==> config.mk <==
export PLATFORM = sky130hd
export DESIGN_NAME = ml_kl_arbiter_flat
export DESIGN_NICKNAME = d
export VERILOG_FILES = /design/src/rtl/ml_kl_arbiter_pkg.sv /design/src/rtl/ml_kl_arbiter_if.sv /design/src/rtl/ml_kl_arbiter_rr_pick.sv /design/src/rtl/ml_kl_arbiter.sv /design/src/flat_wrapper.sv
export SDC_FILE = /design/constraint.sdc
export NUM_CORES = 1
export LEC_CHECK = 0
export CAP_MARGIN = 0
export CORE_AREA = 10 10 244 246
export CTS_CLUSTER_SIZE = 10
export DETAILED_ROUTE_END_ITERATION = 7
export DIE_AREA = 0 0 254 256
export GPL_ROUTABILITY_DRIVEN = 0
export SETUP_SLACK_MARGIN = 0.02
export SLEW_MARGIN = 20
export SYNTH_ARGS = -nofsm -noshare
export SYNTH_HDL_FRONTEND = slang
export SYNTH_SLANG_ARGS = --single-unit
==> constraint.sdc <==
create_clock -name clk -period 3.15 [get_ports clk]
set_clock_uncertainty 0.15 [all_clocks]
set_input_delay 0.945 -clock clk [delete_from_list [all_inputs] [get_ports clk]]
set_output_delay 0.945 -clock clk [all_outputs]
set_load 0.1 [all_outputs]
==> src/rtl/ml_kl_arbiter_pkg.sv <==
// Shared KLink/MLink definitions: FSM encodings, id layout defaults and
// the request-size to burst-length helper.
package mlink_pkg;

  typedef enum logic {
    ST_IDLE = 1'b0,
    ST_BUSY = 1'b1
  } state_e;

  localparam int ID_W        = 5;
  localparam int TAG_LSB_DEF = 3;

  // Beats of 64 bits needed to move (1<<size) bytes; dataless requests are one beat.
  function automatic int unsigned beat_count(input logic den, input logic [2:0] size);
    int unsigned bytes_v;
    bytes_v = 32'd1 << size;
    if (!den || bytes_v < 32'd8) begin
      return 32'd1;
    end
    return bytes_v / 32'd8;
  endfunction

endpackage

==> src/rtl/ml_kl_arbiter_if.sv <==
// Bundle of the requester-side and transceiver-side KLink signals around
// the arbiter. The master modport is the arbiter's view; slave is the
// surrounding clients plus transceiver.
interface ml_kl_arbiter_if #(
  parameter int NUM_REQ = 3
);
  logic [NUM_REQ*32-1:0] req_tx_addr;
  logic [NUM_REQ-1:0]    req_tx_den;
  logic [NUM_REQ*64-1:0] req_tx_data;
  logic [NUM_REQ*3-1:0]  req_tx_size;
  logic [NUM_REQ*5-1:0]  req_tx_id;
  logic [NUM_REQ-1:0]    req_tx_valid;
  logic [NUM_REQ-1:0]    req_tx_ready;

  logic [31:0]           req_rx_addr;
  logic [63:0]           req_rx_data;
  logic                  req_rx_den;
  logic [2:0]            req_rx_size;
  logic [4:0]            req_rx_id;
  logic [NUM_REQ-1:0]    req_rx_valid;
  logic [NUM_REQ-1:0]    req_rx_ready;

  logic [31:0]           kl_tx_addr;
  logic                  kl_tx_den;
  logic [63:0]           kl_tx_data;
  logic [2:0]            kl_tx_size;
  logic [4:0]            kl_tx_id;
  logic                  kl_tx_valid;
  logic                  kl_tx_ready;

  logic [31:0]           kl_rx_addr;
  logic [63:0]           kl_rx_data;
  logic                  kl_rx_den;
  logic [2:0]            kl_rx_size;
  logic [4:0]            kl_rx_id;
  logic                  kl_rx_valid;
  logic                  kl_rx_ready;

  modport master (
    input  req_tx_addr, req_tx_den, req_tx_data, req_tx_size, req_tx_id, req_tx_valid,
    output req_tx_ready,
    output req_rx_addr, req_rx_data, req_rx_den, req_rx_size, req_rx_id, req_rx_valid,
    input  req_rx_ready,
    output kl_tx_addr, kl_tx_den, kl_tx_data, kl_tx_size, kl_tx_id, kl_tx_valid,
    input  kl_tx_ready,
    input  kl_rx_addr, kl_rx_data, kl_rx_den, kl_rx_size, kl_rx_id, kl_rx_valid,
    output kl_rx_ready
  );

  modport slave (
    output req_tx_addr, req_tx_den, req_tx_data, req_tx_size, req_tx_id, req_tx_valid,
    input  req_tx_ready,
    input  req_rx_addr, req_rx_data, req_rx_den, req_rx_size, req_rx_id, req_rx_valid,
    output req_rx_ready,
    input  kl_tx_addr, kl_tx_den, kl_tx_data, kl_tx_size, kl_tx_id, kl_tx_valid,
    output kl_tx_ready,
    output kl_rx_addr, kl_rx_data, kl_rx_den, kl_rx_size, kl_rx_id, kl_rx_valid,
    input  kl_rx_ready
  );
endinterface

==> src/rtl/ml_kl_arbiter_rr_pick.sv <==
// Round-robin priority selector: returns the first set valid at or after
// ptr, wrapping modulo NUM_REQ. Purely combinational.
module ml_rr_pick #(
  parameter int NUM_REQ = 3,
  parameter int IDX_W   = 2
) (
  input  logic [NUM_REQ-1:0] valid,
  input  logic [IDX_W-1:0]   ptr,
  output logic [IDX_W-1:0]   idx,
  output logic               found
);
  logic [NUM_REQ-1:0] rot;
  logic [IDX_W:0]     sum;

  // Rotate so ptr sits at bit 0, then take the lowest set offset
  always_comb begin
    rot   = NUM_REQ'({valid, valid} >> ptr);
    found = 1'b0;
    sum   = '0;
    for (int k = NUM_REQ - 1; k >= 0; k--) begin
      if (rot[k]) begin
        found = 1'b1;
        sum   = {1'b0, ptr} + (IDX_W+1)'(k);
      end
    end
    if (sum >= (IDX_W+1)'(NUM_REQ)) begin
      sum = sum - (IDX_W+1)'(NUM_REQ);
    end
    idx = sum[IDX_W-1:0];
  end
endmodule

==> src/rtl/ml_kl_arbiter.sv <==
// Shares the KLink TX port among NUM_REQ requesters with burst-holding
// round-robin arbitration, tags outgoing ids with the requester index and
// routes RX responses back by that tag.
module ml_kl_arbiter
  import mlink_pkg::*;
#(
  parameter int NUM_REQ         = 3,
  parameter int TAG_LSB         = TAG_LSB_DEF,
  parameter int MAX_BURST_WIDTH = 4
) (
  input  logic           clk,
  input  logic           rst,
  ml_kl_arbiter_if.master bus
);
  localparam int TAG_W = ID_W - TAG_LSB;
  typedef logic [MAX_BURST_WIDTH-1:0] cnt_t;

  state_e               state_q, state_d;
  logic [TAG_W-1:0]     grant_q, grant_d;
  logic [TAG_W-1:0]     rr_ptr_q, rr_ptr_d;
  cnt_t                 cnt_q, cnt_d;
  logic                 err_tag_q, err_tag_d;

  logic [31:0]          hdr_addr_q, hdr_addr_d;
  logic                 hdr_den_q, hdr_den_d;
  logic [2:0]           hdr_size_q, hdr_size_d;
  logic [TAG_LSB-1:0]   hdr_id_q, hdr_id_d;

  logic [TAG_W-1:0]     pick_idx;
  logic                 pick_found;
  logic                 pick_den;
  logic [2:0]           pick_size;
  int unsigned          pick_beats;

  logic                 g_valid;
  logic [NUM_REQ-1:0]   tx_ready;
  logic [TAG_W-1:0]     rx_tag;
  logic [NUM_REQ-1:0]   rx_valid;
  logic                 rx_ready;

  ml_rr_pick #(
    .NUM_REQ (NUM_REQ),
    .IDX_W   (TAG_W)
  ) u_pick (
    .valid (bus.req_tx_valid),
    .ptr   (rr_ptr_q),
    .idx   (pick_idx),
    .found (pick_found)
  );

  assign pick_den   = bus.req_tx_den[pick_idx];
  assign pick_size  = bus.req_tx_size[3*pick_idx +: 3];
  assign pick_beats = beat_count(pick_den, pick_size);
  assign g_valid    = bus.req_tx_valid[grant_q];

  // Arbitration FSM: pick a requester when idle, then hold it for the whole burst
  always_comb begin
    state_d    = state_q;
    grant_d    = grant_q;
    rr_ptr_d   = rr_ptr_q;
    cnt_d      = cnt_q;
    hdr_addr_d = hdr_addr_q;
    hdr_den_d  = hdr_den_q;
    hdr_size_d = hdr_size_q;
    hdr_id_d   = hdr_id_q;
    tx_ready   = '0;
    case (state_q)
      ST_IDLE: begin
        if (pick_found) begin
          state_d    = ST_BUSY;
          grant_d    = pick_idx;
          cnt_d      = cnt_t'(pick_beats);
          hdr_addr_d = bus.req_tx_addr[32*pick_idx +: 32];
          hdr_den_d  = pick_den;
          hdr_size_d = pick_size;
          hdr_id_d   = bus.req_tx_id[5*pick_idx +: TAG_LSB];
        end
      end
      ST_BUSY: begin
        tx_ready[grant_q] = bus.kl_tx_ready;
        if (g_valid && bus.kl_tx_ready) begin
          cnt_d = cnt_q - cnt_t'(1);
          // A counter loaded with 0 stands for a full 2^MAX_BURST_WIDTH-beat burst
          if (cnt_q == cnt_t'(1)) begin
            state_d  = ST_IDLE;
            rr_ptr_d = (grant_q == TAG_W'(NUM_REQ - 1)) ? '0 : grant_q + TAG_W'(1);
          end
        end
      end
      default: state_d = ST_IDLE;
    endcase
  end

  // Control state register
  always_ff @(posedge clk) begin
    if (rst) begin
      state_q   <= ST_IDLE;
      grant_q   <= '0;
      rr_ptr_q  <= '0;
      cnt_q     <= '0;
      err_tag_q <= 1'b0;
    end else begin
      state_q   <= state_d;
      grant_q   <= grant_d;
      rr_ptr_q  <= rr_ptr_d;
      cnt_q     <= cnt_d;
      err_tag_q <= err_tag_d;
    end
  end

  // First-beat header capture; data path carries no reset
  always_ff @(posedge clk) begin
    hdr_addr_q <= hdr_addr_d;
    hdr_den_q  <= hdr_den_d;
    hdr_size_q <= hdr_size_d;
    hdr_id_q   <= hdr_id_d;
  end

  assign bus.req_tx_ready = tx_ready;
  assign bus.kl_tx_valid  = (state_q == ST_BUSY) && g_valid;
  assign bus.kl_tx_addr   = hdr_addr_q;
  assign bus.kl_tx_den    = hdr_den_q;
  assign bus.kl_tx_size   = hdr_size_q;
  assign bus.kl_tx_id     = {grant_q, hdr_id_q};
  assign bus.kl_tx_data   = bus.req_tx_data[64*grant_q +: 64];

  assign rx_tag = bus.kl_rx_id[ID_W-1:TAG_LSB];

  // RX steering by id tag; unknown tags are drained and flagged
  always_comb begin
    rx_valid  = '0;
    rx_ready  = 1'b1;
    err_tag_d = err_tag_q;
    if (int'(rx_tag) < NUM_REQ) begin
      rx_valid[rx_tag] = bus.kl_rx_valid;
      rx_ready         = bus.req_rx_ready[rx_tag];
    end else begin
      err_tag_d = err_tag_q | bus.kl_rx_valid;
    end
  end

  assign bus.req_rx_valid = rx_valid;
  assign bus.kl_rx_ready  = rx_ready;
  assign bus.req_rx_addr  = bus.kl_rx_addr;
  assign bus.req_rx_data  = bus.kl_rx_data;
  assign bus.req_rx_den   = bus.kl_rx_den;
  assign bus.req_rx_size  = bus.kl_rx_size;
  assign bus.req_rx_id    = {TAG_W'(0), bus.kl_rx_id[TAG_LSB-1:0]};

  // Burst lengths beyond the counter range are illegal requests
  always_ff @(posedge clk) begin
    if (!rst && state_q == ST_IDLE && pick_found) begin
      assert (pick_beats <= (32'd1 << MAX_BURST_WIDTH));
    end
  end

endmodule

==> src/flat_wrapper.sv <==
// flat-port wrapper written by rule: the top's interface ports become plain ports
module ml_kl_arbiter_flat import mlink_pkg::*;
#(
  parameter int NUM_REQ         = 3,
  parameter int TAG_LSB         = TAG_LSB_DEF,
  parameter int MAX_BURST_WIDTH = 4
)
  (clk, rst, bus_req_tx_addr, bus_req_tx_den, bus_req_tx_data, bus_req_tx_size, bus_req_tx_id, bus_req_tx_valid, bus_req_tx_ready, bus_req_rx_addr, bus_req_rx_data, bus_req_rx_den, bus_req_rx_size, bus_req_rx_id, bus_req_rx_valid, bus_req_rx_ready, bus_kl_tx_addr, bus_kl_tx_den, bus_kl_tx_data, bus_kl_tx_size, bus_kl_tx_id, bus_kl_tx_valid, bus_kl_tx_ready, bus_kl_rx_addr, bus_kl_rx_data, bus_kl_rx_den, bus_kl_rx_size, bus_kl_rx_id, bus_kl_rx_valid, bus_kl_rx_ready);
  ml_kl_arbiter_if #(.NUM_REQ(NUM_REQ)) bus_i ();
  input  logic clk;
  input  logic rst;
  input wire logic [$bits(bus_i.req_tx_addr)-1:0] bus_req_tx_addr;
  input wire logic [$bits(bus_i.req_tx_den)-1:0] bus_req_tx_den;
  input wire logic [$bits(bus_i.req_tx_data)-1:0] bus_req_tx_data;
  input wire logic [$bits(bus_i.req_tx_size)-1:0] bus_req_tx_size;
  input wire logic [$bits(bus_i.req_tx_id)-1:0] bus_req_tx_id;
  input wire logic [$bits(bus_i.req_tx_valid)-1:0] bus_req_tx_valid;
  output wire logic [$bits(bus_i.req_tx_ready)-1:0] bus_req_tx_ready;
  output wire logic [$bits(bus_i.req_rx_addr)-1:0] bus_req_rx_addr;
  output wire logic [$bits(bus_i.req_rx_data)-1:0] bus_req_rx_data;
  output wire logic [$bits(bus_i.req_rx_den)-1:0] bus_req_rx_den;
  output wire logic [$bits(bus_i.req_rx_size)-1:0] bus_req_rx_size;
  output wire logic [$bits(bus_i.req_rx_id)-1:0] bus_req_rx_id;
  output wire logic [$bits(bus_i.req_rx_valid)-1:0] bus_req_rx_valid;
  input wire logic [$bits(bus_i.req_rx_ready)-1:0] bus_req_rx_ready;
  output wire logic [$bits(bus_i.kl_tx_addr)-1:0] bus_kl_tx_addr;
  output wire logic [$bits(bus_i.kl_tx_den)-1:0] bus_kl_tx_den;
  output wire logic [$bits(bus_i.kl_tx_data)-1:0] bus_kl_tx_data;
  output wire logic [$bits(bus_i.kl_tx_size)-1:0] bus_kl_tx_size;
  output wire logic [$bits(bus_i.kl_tx_id)-1:0] bus_kl_tx_id;
  output wire logic [$bits(bus_i.kl_tx_valid)-1:0] bus_kl_tx_valid;
  input wire logic [$bits(bus_i.kl_tx_ready)-1:0] bus_kl_tx_ready;
  input wire logic [$bits(bus_i.kl_rx_addr)-1:0] bus_kl_rx_addr;
  input wire logic [$bits(bus_i.kl_rx_data)-1:0] bus_kl_rx_data;
  input wire logic [$bits(bus_i.kl_rx_den)-1:0] bus_kl_rx_den;
  input wire logic [$bits(bus_i.kl_rx_size)-1:0] bus_kl_rx_size;
  input wire logic [$bits(bus_i.kl_rx_id)-1:0] bus_kl_rx_id;
  input wire logic [$bits(bus_i.kl_rx_valid)-1:0] bus_kl_rx_valid;
  output wire logic [$bits(bus_i.kl_rx_ready)-1:0] bus_kl_rx_ready;
  assign bus_i.req_tx_addr = bus_req_tx_addr;
  assign bus_i.req_tx_den = bus_req_tx_den;
  assign bus_i.req_tx_data = bus_req_tx_data;
  assign bus_i.req_tx_size = bus_req_tx_size;
  assign bus_i.req_tx_id = bus_req_tx_id;
  assign bus_i.req_tx_valid = bus_req_tx_valid;
  assign bus_req_tx_ready = bus_i.req_tx_ready;
  assign bus_req_rx_addr = bus_i.req_rx_addr;
  assign bus_req_rx_data = bus_i.req_rx_data;
  assign bus_req_rx_den = bus_i.req_rx_den;
  assign bus_req_rx_size = bus_i.req_rx_size;
  assign bus_req_rx_id = bus_i.req_rx_id;
  assign bus_req_rx_valid = bus_i.req_rx_valid;
  assign bus_i.req_rx_ready = bus_req_rx_ready;
  assign bus_kl_tx_addr = bus_i.kl_tx_addr;
  assign bus_kl_tx_den = bus_i.kl_tx_den;
  assign bus_kl_tx_data = bus_i.kl_tx_data;
  assign bus_kl_tx_size = bus_i.kl_tx_size;
  assign bus_kl_tx_id = bus_i.kl_tx_id;
  assign bus_kl_tx_valid = bus_i.kl_tx_valid;
  assign bus_i.kl_tx_ready = bus_kl_tx_ready;
  assign bus_i.kl_rx_addr = bus_kl_rx_addr;
  assign bus_i.kl_rx_data = bus_kl_rx_data;
  assign bus_i.kl_rx_den = bus_kl_rx_den;
  assign bus_i.kl_rx_size = bus_kl_rx_size;
  assign bus_i.kl_rx_id = bus_kl_rx_id;
  assign bus_i.kl_rx_valid = bus_kl_rx_valid;
  assign bus_kl_rx_ready = bus_i.kl_rx_ready;
  ml_kl_arbiter #(.NUM_REQ(NUM_REQ), .TAG_LSB(TAG_LSB), .MAX_BURST_WIDTH(MAX_BURST_WIDTH)) u_core (.clk(clk), .rst(rst), .bus(bus_i));
endmodule
After elaboration in Yosys (flattened, before gate mapping)
Cells that the tools add are included.
{ "classes": {"add_sub_neg": 5, "multipliers": 2, "order_cmp": 8, "n_eq_ne": 4, "shifts": 6, "mux": 31, "n_bitwise": 3, "reduce_logical": 9} }
{ "ops": {"columns": ["op", "n"], "rows": [
  ["192-bit by 9-bit variable part select with 64-bit output", 1],
  ["96-bit by 8-bit variable part select with 32-bit output", 1],
  ["32-bit by 4-bit less-than comparator with 1-bit output, second input constant", 1],
  ["1-bit by 3-bit left shift with 32-bit output, first input constant", 1],
  ["3-bit two-way mux", 5],
  ["15-bit by 6-bit variable part select with 3-bit output", 1],
  ["1-bit two-way mux", 14],
  ["4-bit two-way mux", 3],
  ["2-bit by 3-bit less-than comparator with 1-bit output, second input constant", 3],
  ["9-bit by 5-bit variable part select with 3-bit output", 1],
  ["4-bit one-hot mux with 2 select lines", 1],
  ["3-bit bitwise AND", 2],
  ["1-bit binary-select mux with 2-bit select", 3],
  ["6-bit by 2-bit right shift with 3-bit output", 1],
  ["3-bit by 2-bit multiplier with 5-bit output, first input constant", 1],
  ["1-bit demux with 2-bit select", 2],
  ["4-bit by 1-bit == test with 1-bit output, second input constant", 1],
  ["2-bit by 1-bit >= comparator with 1-bit output, second input constant", 2],
  ["1-bit logical AND", 4],
  ["2-bit by 2-bit multiplier with 4-bit output, first input constant", 1],
  ["2-bit two-way mux", 2],
  ["2-bit AND reduction", 2],
  ["4-bit by 1-bit subtractor with 4-bit output, second input constant", 1],
  ["2-bit by 1-bit adder with 3-bit output, second input constant", 1],
  ["13 further kinds", 13]
]} }
{ "totals": {"reg_bits": 48, "elab_cells": 76} }

Depth between registers and ports, before layout
{ "logic_depth": {"depth_word": 15, "depth_mapped": 13, "depth_no_buf": 9} }

By module
A second synthesis with hierarchy kept.
{ "hier_totals": {"cells_unflattened": 598, "hier_area_um2": 4957.3} }
{ "by_module_without_submodules": {"columns": ["module", "instances", "cells_per_inst", "area_each_um2", "seq_area_each_um2"], "rows": [
  ["ml_kl_arbiter", 1, 560, 4653.2, 1351.3],
  ["ml_rr_pick", 1, 38, 304.0, 0.0]
]} }

Worst setup path after synthesis
No wires, ideal clock.
{ "synth_path": {"kind": "flip-flop to output port", "start": "register u_core.grant_q[0]", "end": "output port bus_kl_tx_data[0]", "t_arrival_ps": 4394, "t_required_ps": 2055, "path_slack_ps": -2339, "stages_incl_launch_ff": 6, "cell_sequence": "dfxtp_1 clkbuf_1 clkbuf_1 clkbuf_1 mux2i_1 o21ai_0"} }
{ "synth_between": {"elab_chain_len": 1} }
{ "synth_rtl": {"columns": ["element", "line", "source"], "rows": [
  ["start, declared", "ml_kl_arbiter.sv:19", "logic [TAG_W-1:0] grant_q, grant_d;"],
  ["start signal, assigned", "ml_kl_arbiter.sv:104", "grant_q <= grant_d;"],
  ["192-bit by 9-bit variable part select with 64-bit output", "ml_kl_arbiter.sv:125", "assign bus.kl_tx_data = bus.req_tx_data[64*grant_q +: 64];"],
  ["end, declared", "flat_wrapper.sv:28", "output wire logic [$bits(bus_i.kl_tx_data)-1:0] bus_kl_tx_data;"]
]} }
No other way between the ends.

Worst setup path after layout
{ "layout_path": {"start": "input port bus_req_tx_valid[0]", "end": "register u_core.cnt_q[3]"} }
{ "layout_between": {"elab_chain_len": 15} }
{ "layout_rtl": {"columns": ["element", "line", "source"], "rows": [
  ["start, declared", "flat_wrapper.sv:17", "input wire logic [$bits(bus_i.req_tx_valid)-1:0] bus_req_tx_valid;"],
  ["6-bit by 2-bit right shift with 3-bit output", "ml_kl_arbiter_rr_pick.sv:17", "rot = NUM_REQ'({valid, valid} >> ptr);"],
  ["3-bit two-way mux (3 in a row)", "ml_kl_arbiter_rr_pick.sv:21", "if (rot[k]) begin"],
  ["3-bit by 2-bit >= comparator with 1-bit output or 2-bit subtractor (tied branches)", "ml_kl_arbiter_rr_pick.sv:26, ml_kl_arbiter_rr_pick.sv:27", null],
  ["2-bit two-way mux", "ml_kl_arbiter_rr_pick.sv:26", "if (sum >= (IDX_W+1)'(NUM_REQ)) begin"],
  ["2-bit by 2-bit multiplier with 4-bit output", "ml_kl_arbiter.sv:52", "assign pick_size = bus.req_tx_size[3*pick_idx +: 3];"],
  ["9-bit by 5-bit variable part select with 3-bit output", "ml_kl_arbiter.sv:52", null],
  ["1-bit by 3-bit left shift with 32-bit output", "ml_kl_arbiter_pkg.sv:16", "bytes_v = 32'd1 << size;"],
  ["32-bit by 4-bit less-than comparator with 1-bit output", "ml_kl_arbiter_pkg.sv:17", "if (!den || bytes_v < 32'd8) begin"],
  ["1-bit logical OR", "ml_kl_arbiter_pkg.sv:17", null],
  ["1-bit two-way mux", "ml_kl_arbiter_pkg.sv:17", null],
  ["4-bit two-way mux", "ml_kl_arbiter_pkg.sv:20", "return bytes_v / 32'd8;"],
  ["4-bit two-way mux", "ml_kl_arbiter.sv:69", "if (pick_found) begin"],
  ["4-bit one-hot mux with 2 select lines", "ml_kl_arbiter.sv:67", "case (state_q)"],
  ["end signal, assigned", "ml_kl_arbiter.sv:106", "cnt_q <= cnt_d;"],
  ["end, declared", "ml_kl_arbiter.sv:21", "cnt_t cnt_q, cnt_d;"]
]} }
Several ways; a longest one is shown, not always the timed one. The select of a mux whose other input is x is not followed.
A chain may end at the register's enable or synchronous reset.

==> flow_summary.toml <==
[yosys]
synth.lib_cells_used.distinct = 52
yosysWarnings = 0
syn_inst = 624
ys.flop_type = "edfxtp_1"
netlist_top_cells_area = "edfxtp_1 (23%), mux2i_1 (20%), buf_4 (16%)"
synth_edf_count = 39
synth_seq_cells = 48
ys_seq_area_share_pct = 26.82
async_reset_ff_share_pct = 0
yosys.area.top_type = "edfxtp_1"
synth_area_per_cell_um2 = 8.075
synth_top_area_share_pct = 23.24
netlist_area_mm2 = 0.005039

[final_layout]
nets = 1414
fin_util_pct = 21.28
drive_gt1_share_pct = 29.94
regArea_mm2 = 0.001359
final_cells = 1687
multiInputGateArea_mm2 = 0.003557
stdcell_area_mm2 = 0.01163
fill_cells = 5906
area_delta_synth_final_pct = 130.9

[pwr]
ir_worst_vdd_uv = 186.8
power_density_mw_per_mm2 = 394.8
p_leak_nw = 4.286

[floorplanning]
rows = 86
fp.dieH_um = 256
pin_count = 648
die_w_um = 254
core_mm2 = 0.05466
dieArea_mm2 = 0.06502
start_util_pct = 9.218

[clocking]
clock-root-buffer = "clkbuf_16"
cts_buffers = 5
htreeDepth = 2
cts_tree = "done"
path_clk_slew_ns = 0.07
clk_latency_ns = 0.29
clock_sinks = 48
clock_path_buffers = 2

[placed_design]
port_buffers = 433
place_inst = 1661
placed_cell_area_mm2 = 0.01112
dp_hpwl_um = 26740

[grt]
antenna_found_initial = 2
grt_usage_pct = 9.171
first_global_vias = 6664
grt_max_degree = 49
grt_pass1_wl_um = 44850
gr-total-overflow = 0

[sta]
setup_viol = 0
rsz0062_at_grt = "yes"
drv_slew = 0
period_share_pct = 99.13
hold_violations = 0
fin_crit_ns = 3.123
fmax_mhz = 320.3
tns_ns = 0

[detailed_routing]
drt_first_pass_iters = 4
drt_wl_total_um = 31970
drc = 0
dr.first_iter.drc_count = 220
vias = 5996
vias_per_cell = 3.554
ant_nets = 0
wire_per_inst_um = 18.95

[setup_path]
worstSetupPathType = "in -> reg"
worstPathArrival_ns = 3.19
cp_max_fo = 6
cp.required_ns = 3.22
cp-end-kind = "register"
cp-start-kind = "input port"

[worst_hold_path]
hp-class = "reg -> reg"

[run]
max_cap_violations = 0

[status]
status = "complete, no violations"
cells by family (layout without fill, tap and decap cells):
logic type | count (synthesis) | in the layout | share of synthesized area [%]
simple gates | 182 | 183 | 17.33
other cells | 1 | 3 | 0.07443
fa+ha+maj | 3 | 3 | 0.7451
flops | 48 | 48 | 26.82
mux | 101 | 101 | 20.06
compound gates | 133 | 133 | 14.75
xor+xnor | 1 | 1 | 0.3229
buf+inv | 155 | 511 | 19.89
state kept, by name, indices dropped and copies added, names as in the netlist:
name and cells:
u_core.bus.kl_tx_den 1, u_core.bus.kl_tx_addr 32, u_core.cnt_q 4, u_core.bus.kl_tx_size 3
u_core.hdr_id_q 3, u_core.rr_ptr_q 2, u_core.grant_q 2, u_core.state_q 1
critical path, cell delays in order:
cell and delay, ns:
buf_8 0.10, or4b_4 0.48, a41o_1 0.26, and2_4 0.21, nor3_4 0.23, a31o_2 0.22, o32ai_2 0.10, or4b_1 0.52
a31oi_1 0.13
synthesized netlist by cell type, types with 2 or more instances:
cell       instances
a31oi_1            2
o21ai_1            3
clkbuf_1          25
a211oi_1           2
and3b_1            3
buf_1              2
edfxtp_1          39
nor2b_1            6
o31ai_1            2
buf_4            105
dfxtp_1            9
or3_1              4
o21ai_0          102
a21boi_1           2
nand3b_1           3
o21a_1             2
nand4bb_1          2
o2bb2ai_1          2
buf_2             15
nor2_1             9
a21oi_1            6
nand3_1            8
ha_1               3
inv_1              7
and3_1             3
or3b_2             2
or2_2              2
nor3_1             4
mux2i_1          101
nor3b_1            5
nand4b_1           4
nand2_1          118
and2_1             2
or4b_1             2
power breakdown:
part,leakage (nW),switching (W),internal (W)
logic,3.75,0.00195,0.00122
registers,0.459,0.0000379,0.000767
clock network,0.0789,0.000245,0.000370
through the flow:
step | power (W) | setup slack [ns] | hold slack, ns
floorplan | 0.003301 | -0.05997 | 0.3099
global placement | 0.003953 | -0.7053 | 0.3441
detailed placement | 0.003972 | -0.7877 | 0.3364
CTS | 0.004627 | -0.005580 | 0.3445
global route | 0.004764 | -0.04505 | 0.4050
finish | 0.004594 | 0.02744 | 0.3583
final timing paths:
check                             startpoint                      endpoint  slack [ns]  cells past startpoint
min             u_core.cnt_q[3]$_SDFFE_PP0P_  u_core.cnt_q[3]$_SDFFE_PP0P_        0.36                      2
max reg2reg  u_core.rr_ptr_q[1]$_SDFFE_PP0P_  u_core.cnt_q[3]$_SDFFE_PP0P_        0.16                     11
min reg2reg     u_core.cnt_q[3]$_SDFFE_PP0P_  u_core.cnt_q[3]$_SDFFE_PP0P_        0.36                      2
max                      bus_req_tx_valid[0]  u_core.cnt_q[3]$_SDFFE_PP0P_        0.03                      9
final cells by class:
| cell class | count | share of cell area (%) |
|---|---|---|
| tap | 704 | 7.571 |
| multi-input combinational | 423 | 30.58 |
| inverter | 7 | 0.2259 |
| timing repair buffer | 496 | 48.53 |
| sequential | 48 | 11.68 |
| clock buffer | 5 | 1.075 |
| clock inverter | 3 | 0.3226 |
| antenna | 1 | 0.02151 |
layer usage:
metal | vias up | GRT usage [%] | routed length (um)
met5 | - | 0 | 0
met2 | 314 | 17.28 | 16710
met4 | 0 | 3.941 | 1307
li1 | 2803 | - | -
met3 | 88 | 2.782 | 2910
met1 | 2791 | 9.048 | 11040
what timing repair did:
| item | in CTS | in global routing |
|---|---|---|
| gates cloned | 1 | 1 |
| resized for setup | 29 | 24 |
| hold buffers | 0 | 0 |
| pin swaps | 12 | 18 |
| setup endpoints to repair | 46 | 45 |
| buffers inserted | 6 | 9 |
cell usage in the layout, fill, tap and decap left out, types with 3 or more instances in the layout:
cell type        count
mux2i_2              3
o21ai_0             20
nand3b_1             3
a21oi_1              4
nor2_1               9
o21ai_2              8
and2_4               4
buf_12              86
o21ai_4             57
nand2_1            116
inv_1                6
nand3_1              8
nor3b_1              3
clkinv_1             3
clkbuf_16            6
nor3_4               3
mux2i_1             98
o21ai_1             20
dfxtp_1              7
clkdlybuf4s50_1    314
edfxtp_1            39
and3b_1              3
buf_6                7
nand4b_1             4
ha_1                 3
buf_4               83
Power figures use the tool's default switching activity.
